===== config.mk =====
export PLATFORM = sky130hd
export DESIGN_NAME = ex_mem_stage
export DESIGN_NICKNAME = d
export VERILOG_FILES = /design/src/rtl/ex_mem_stage.sv
export SDC_FILE = /design/constraint.sdc
export NUM_CORES = 1
export LEC_CHECK = 0
export BUFFER_PORTS_ARGS = -buffer_cell sky130_fd_sc_hd__buf_2
export CAP_MARGIN = 40
export CORE_UTILIZATION = 30
export DETAILED_ROUTE_END_ITERATION = 8
export GPL_TIMING_DRIVEN = 0
export SLEW_MARGIN = 10
export SYNTH_ARGS = -nofsm -noshare
export SYNTH_HDL_FRONTEND = slang
export SYNTH_SLANG_ARGS = --single-unit
export TNS_END_PERCENT = 20

===== constraint.sdc =====
create_clock -name clk -period 2.43 [get_ports clk]
set_input_delay 0.3645 -clock clk [delete_from_list [all_inputs] [get_ports clk]]
set_output_delay 0.3645 -clock clk [all_outputs]
set_load 0.02 [all_outputs]

===== src/rtl/ex_mem_stage.sv =====
// EX/MEM pipeline register. Captures the ALU result, store data, rd and the
// MEM/WB control bits, resolves BEQ into a one-cycle redirect pulse with its
// target, and keeps a saturating count of taken branches.
//
// Handshake: ex_ready tells EX that this stage accepts its instruction on the
// next rising edge. It is high when not in reset and either MEM is not stalled
// or a flush is discarding the EX instruction anyway. ex_valid qualifies the
// EX entry; mem_valid qualifies the MEM entry. A held entry (stall) is never
// re-captured, so its side effects, including pc_src, happen once.
module ex_mem_stage #(
  parameter int n  = 32,
  parameter int CW = 16
) (
  input  logic          clk,
  input  logic          rst,
  input  logic          ex_valid,
  input  logic [n-1:0]  alu_out,
  input  logic          alu_zero,
  input  logic [n-1:0]  rs2_data,
  input  logic [4:0]    rd,
  input  logic [n-1:0]  pc,
  input  logic [n-1:0]  imm,
  input  logic          branch,
  input  logic          mem_read,
  input  logic          mem_write,
  input  logic          reg_write,
  input  logic          mem_to_reg,
  input  logic          stall,
  input  logic          flush,
  output logic          ex_ready,
  output logic          mem_valid,
  output logic [n-1:0]  mem_alu_out,
  output logic [n-1:0]  mem_rs2_data,
  output logic [4:0]    mem_rd,
  output logic          mem_mem_read,
  output logic          mem_mem_write,
  output logic          mem_reg_write,
  output logic          mem_mem_to_reg,
  output logic          pc_src,
  output logic [n-1:0]  branch_target,
  output logic [CW-1:0] taken_cnt
);

  logic          valid_q,      valid_d;
  logic [n-1:0]  alu_out_q,    alu_out_d;
  logic [n-1:0]  rs2_data_q,   rs2_data_d;
  logic [4:0]    rd_q,         rd_d;
  logic          mem_read_q,   mem_read_d;
  logic          mem_write_q,  mem_write_d;
  logic          reg_write_q,  reg_write_d;
  logic          mem_to_reg_q, mem_to_reg_d;
  logic          pc_src_q,     pc_src_d;
  logic [n-1:0]  target_q,     target_d;
  logic [CW-1:0] taken_cnt_q,  taken_cnt_d;
  logic          taken;

  // Readiness depends only on reset and the hazard controls, never on data.
  assign ex_ready = ~rst & (~stall | flush);

  // A BEQ is taken when the subtract result is zero on a valid branch.
  assign taken = ex_valid & branch & alu_zero;

  // Next-state selection: flush beats stall beats load; reset is in the flop block.
  always_comb begin
    valid_d      = valid_q;
    alu_out_d    = alu_out_q;
    rs2_data_d   = rs2_data_q;
    rd_d         = rd_q;
    mem_read_d   = mem_read_q;
    mem_write_d  = mem_write_q;
    reg_write_d  = reg_write_q;
    mem_to_reg_d = mem_to_reg_q;
    pc_src_d     = 1'b0;
    target_d     = target_q;
    taken_cnt_d  = taken_cnt_q;
    if (flush) begin
      // Bubble: kill validity and side effects, keep data fields as they are.
      valid_d      = 1'b0;
      mem_read_d   = 1'b0;
      mem_write_d  = 1'b0;
      reg_write_d  = 1'b0;
      mem_to_reg_d = 1'b0;
    end else if (!stall) begin
      valid_d      = ex_valid;
      alu_out_d    = alu_out;
      rs2_data_d   = rs2_data;
      rd_d         = rd;
      mem_read_d   = mem_read   & ex_valid;
      mem_write_d  = mem_write  & ex_valid;
      reg_write_d  = reg_write  & ex_valid;
      mem_to_reg_d = mem_to_reg & ex_valid;
      pc_src_d     = taken;
      if (taken) begin
        target_d = pc + imm;
        if (taken_cnt_q != {CW{1'b1}}) begin
          taken_cnt_d = taken_cnt_q + 1'b1;
        end
      end
    end
  end

  // State registers with synchronous active-high reset.
  always_ff @(posedge clk) begin
    if (rst) begin
      valid_q      <= 1'b0;
      alu_out_q    <= '0;
      rs2_data_q   <= '0;
      rd_q         <= '0;
      mem_read_q   <= 1'b0;
      mem_write_q  <= 1'b0;
      reg_write_q  <= 1'b0;
      mem_to_reg_q <= 1'b0;
      pc_src_q     <= 1'b0;
      target_q     <= '0;
      taken_cnt_q  <= '0;
    end else begin
      valid_q      <= valid_d;
      alu_out_q    <= alu_out_d;
      rs2_data_q   <= rs2_data_d;
      rd_q         <= rd_d;
      mem_read_q   <= mem_read_d;
      mem_write_q  <= mem_write_d;
      reg_write_q  <= reg_write_d;
      mem_to_reg_q <= mem_to_reg_d;
      pc_src_q     <= pc_src_d;
      target_q     <= target_d;
      taken_cnt_q  <= taken_cnt_d;
    end
  end

  assign mem_valid      = valid_q;
  assign mem_alu_out    = alu_out_q;
  assign mem_rs2_data   = rs2_data_q;
  assign mem_rd         = rd_q;
  assign mem_mem_read   = mem_read_q;
  assign mem_mem_write  = mem_write_q;
  assign mem_reg_write  = reg_write_q;
  assign mem_mem_to_reg = mem_to_reg_q;
  assign pc_src         = pc_src_q;
  assign branch_target  = target_q;
  assign taken_cnt      = taken_cnt_q;

endmodule


==> metrics.md <==
| Metric | Value |
|---|---|
| Area Growth Syn to Fin | 36.61% |
| Pre-antenna DRT Iters | 4 |
| Die outline height | 145.8 µm |
| Average size of a mapped cell | 7.769 µm² |
| Slew @ Worst Pin | 0.6705 ns |
| Post-route minimum period | 2.273 ns |
| Post-route clock period utilization | 0.9352 |
| CTS tree | yes |
| Die width | 145.8 µm |
| Pin count of the biggest net entering global routing | 17 |
| Share of layout cells above drive strength 1 | 0.2865 |
| Switching Share | 0.3000 |
| Starting DRC count in detailed routing | 252 |
| Drt drc | 0 |
| GRT Max-Usage Layer | met2 |
| FFs w/ async S/R, synth | 0 |
| Post-Synth Adder-Cell Area | 0.06781 |
| Unrepaired setup endpoints after global routing | false |
| Total gr overflow | 0 |
| Post-Synth Simple-Gate Area | 0.2212 |
| Comb pwr share | 0.171 |
| Met3 Use GR | 0.04545 |
| Worst hold stages | 3 |
| Cells after DPL | 1334 |
| Clock buffer depth | 2 |
| Die area | 21240 µm² |
| Routed WL per cell | 14.77 µm |
| Top cells by area, synth | dfxtp_1, nand2_1, a21oi_1 |
| Worst hold slack | 0.1778 ns |
| Clk slew on worst S/H paths | 0.06 ns |
| Main combinational cell family by area after synthesis | compound AO/OA/AOI/OAI gates |
| CTS buffer count | 17 |
| Nets@finish | 1260 |
| First-pass GRT wire length | 31.88 mm |
| WL final | 20.19 mm |
| Vias | 6560 |
| Setup crit start kind | input pin |
| Vias per inst | 4.799 |
| Clock power share | 0.453 |
| Layout Skew | 0.007103 ns |
| Total track usage | 0.1882 |
| Core area | 20230 µm² |
| Count of cell types in the netlist | 64 |
| Antenna-violating nets left | 0 |
| Post-synthesis cell area | 6200 µm² |
| Worst-Skew Late Latency | 0.41 ns |
| Top cell type's share of synthesized area | 0.3972 |
| Sequential share of the synthesized area | 0.3972 |
| Syn Inst Count | 798 |
| Worst path required time | 2.79 ns |
| XOR/XNOR share of the synthesized area | 0.03814 |
| Final setup viols | 0 |
| P_leak | 3.859 nW |
| Setup TNS | 0 ns |
| Main synth FF type | dfxtp_1 |
| # IOs | 268 |
| Share of power burned in registers | 0.376 |
| CP max FO | 7 |
| DP Wirelength | 15.75 mm |
| Ys Warns | 0 |
| Final Non-Filler Cells | 1367 |
| Hold Vio Cnt, Final | 0 |
| Crit end category | flop |
| # H-tree levels | 4 |
| Net Sw Power | 1.685 mW |
| Starting Density | 0.3064 |
| Max IR drop VDD | 289.3 µV |
| Slew headroom | 0.5530 |
| Power Internal | 3.933 mW |
| Outcome | finished clean |
| Hold crit path type | input pin to flop |
| Fmax achieved | 440.0 MHz |
| Area occupied by registers | 2462 µm² |
| Multiplexer share of the synthesized area | 0.008476 |
| Vias in the first global route | 6070 |
| PD cells | 663.4 nW/µm² |
| Site Rows | 52 |
| Max Transition Viols Final | 0 |
| Hold_buf cts | 0 |
| Post-synthesis compound-gate area fraction | 0.2258 |
| R2R depth | 9 |
| GR met2 Demand/Resource | 0.3100 |
| Port Buf Inserts | 266 |
| PnR worst setup slack | 0.1575 ns |
| CTS Sinks | 123 |
| Initial antenna violation count | 1 |
| Synth area leader | dfxtp_1 |
| Post-CTS Setup Inserts | 0 |
| M1 GR Usage | 0.2412 |
| Post-synth EDFFs | 0 |
| Max Cap Viol | 0 |
| Multi-input gate area | 3493 µm² |
| Pre-CTS setup slack | -0.3479 ns |
| Filler cell count | 2134 |
| Critical path class | input pin to flop |
| Syn nets | 975 |
| Synth Register Bits | 123 |
| CP Data Arrival Time | 2.63 ns |
| CTS root buffer | clkbuf_16 |
| GPL Wtd Cong | 0.8873 |
==> cells by family (layout without fill, tap and decap cells) <==
family          after synthesis  after routing
compound gates              231            231
fa+ha+maj                    33             33
simple gates                315            315
other cells                   0              1
flops                       123            123
mux                           5              5
buf+inv                      64            362
xor+xnor                     27             27
==> metal layers <==
layer | vias up | part of all wire
met4 | 0 | 0.015
li1 | 3362 | -
met1 | 2951 | 0.45
met3 | 20 | 0.073
met5 | - | 0
met2 | 227 | 0.46
==> power groups by stage <==
stage          Combinational [mW]  Sequential [mW]  Clock, mW
2_1_floorplan               0.523             2.24          0
3_3_place_gp                0.949             2.16          0
3_5_place_dp                0.950             2.16          0
4_1_cts                     0.956             2.11       2.61
5_1_grt                      1.06             2.12       2.70
6_report                    0.961             2.11       2.54
==> final cells by class <==
type	count	area share
diodes	1	0.0002955
plain buffers	45	0.02186
clock buffers	18	0.05185
clock inverters	14	0.01728
inverters	19	0.008421
multi-input cells	611	0.4125
flip-flops and latches	123	0.2907
well taps	270	0.03989
repair buffers	266	0.1572
==> metrics by stage <==
step / area, µm² / power, mW / util
floorplan: 6200 / 2.759 / -
global placement: 7869 / 3.106 / 0.3889
detailed placement: 7869 / 3.108 / 0.3889
CTS: 8454 / 5.683 / 0.4178
global route: 8469 / 5.882 / 0.4186
finish: 8469 / 5.618 / 0.4186
==> worst max-delay path, stage by stage <==
cell,delay [ns]
buf_2,0.10
ha_1,0.37
a21o_1,0.20
or3_1,0.34
o31ai_2,0.52
o21ai_1,0.17
or4_1,0.48
nand3_1,0.09
==> path summary, 6_finish.rpt <==
kind / from / endpoint / slack (ns)
worst max register to register: taken_cnt[6] / taken_cnt[12] / 0.25
worst min register to register: branch_target[5] / branch_target[5] / 0.45
worst min-delay path: mem_read / mem_mem_read / 0.18
worst max-delay path: pc[21] / branch_target[26] / 0.16
==> repair_timing <==
action | 4_1_cts | 5_1_grt
endpoints found under the setup margin | 0 | 3
gates resized for setup | 0 | 5
hold endpoints to repair | 0 | 0
==> layout by cell type (no fill, tap or decap), drive strengths merged, types with 5 or more instances in the layout <==
cell type | netlist | routed
a22oi | 5 | 5
or3 | 11 | 11
clkbuf | 39 | 57
buf | 6 | 272
nand2b | 5 | 5
nand4 | 11 | 11
nor2 | 47 | 47
o21a | 7 | 7
a211oi | 8 | 8
dfxtp | 123 | 123
ha | 32 | 32
xor2 | 10 | 10
nor3 | 5 | 5
xnor2 | 17 | 17
and3 | 8 | 8
inv | 19 | 29
a21oi | 117 | 117
o211ai | 9 | 9
o21bai | 6 | 6
nand2 | 194 | 194
o21ai | 31 | 31
nand3 | 13 | 13
a21o | 15 | 15
==> Yosys cell counts (2+ instances only) <==
| cell type | number |
|---|---|
| nand2_1 | 193 |
| dfxtp_1 | 123 |
| a21oi_1 | 116 |
| nor2_1 | 47 |
| clkbuf_1 | 39 |
| ha_1 | 32 |
| o21ai_0 | 30 |
| inv_1 | 19 |
| xnor2_1 | 17 |
| a21o_1 | 15 |
| nand3_1 | 13 |
| nand4_1 | 11 |
| or3_1 | 11 |
| xor2_1 | 10 |
| o211ai_1 | 9 |
| a211oi_1 | 8 |
| and3_1 | 8 |
| o21a_1 | 7 |
| o21bai_1 | 6 |
| a22oi_1 | 5 |
| nand2b_1 | 5 |
| nor3_1 | 5 |
| a31oi_1 | 4 |
| nor2b_1 | 4 |
| o22ai_1 | 4 |
| buf_1 | 3 |
| mux2i_1 | 3 |
| nor3b_1 | 3 |
| o31ai_1 | 3 |
| or2_2 | 3 |
| a21boi_0 | 2 |
| a22o_1 | 2 |
| a32o_1 | 2 |
| a41oi_1 | 2 |
| and2_1 | 2 |
| buf_6 | 2 |
| mux2_2 | 2 |
| nand4b_1 | 2 |
(Power assumes the default switching activity.)
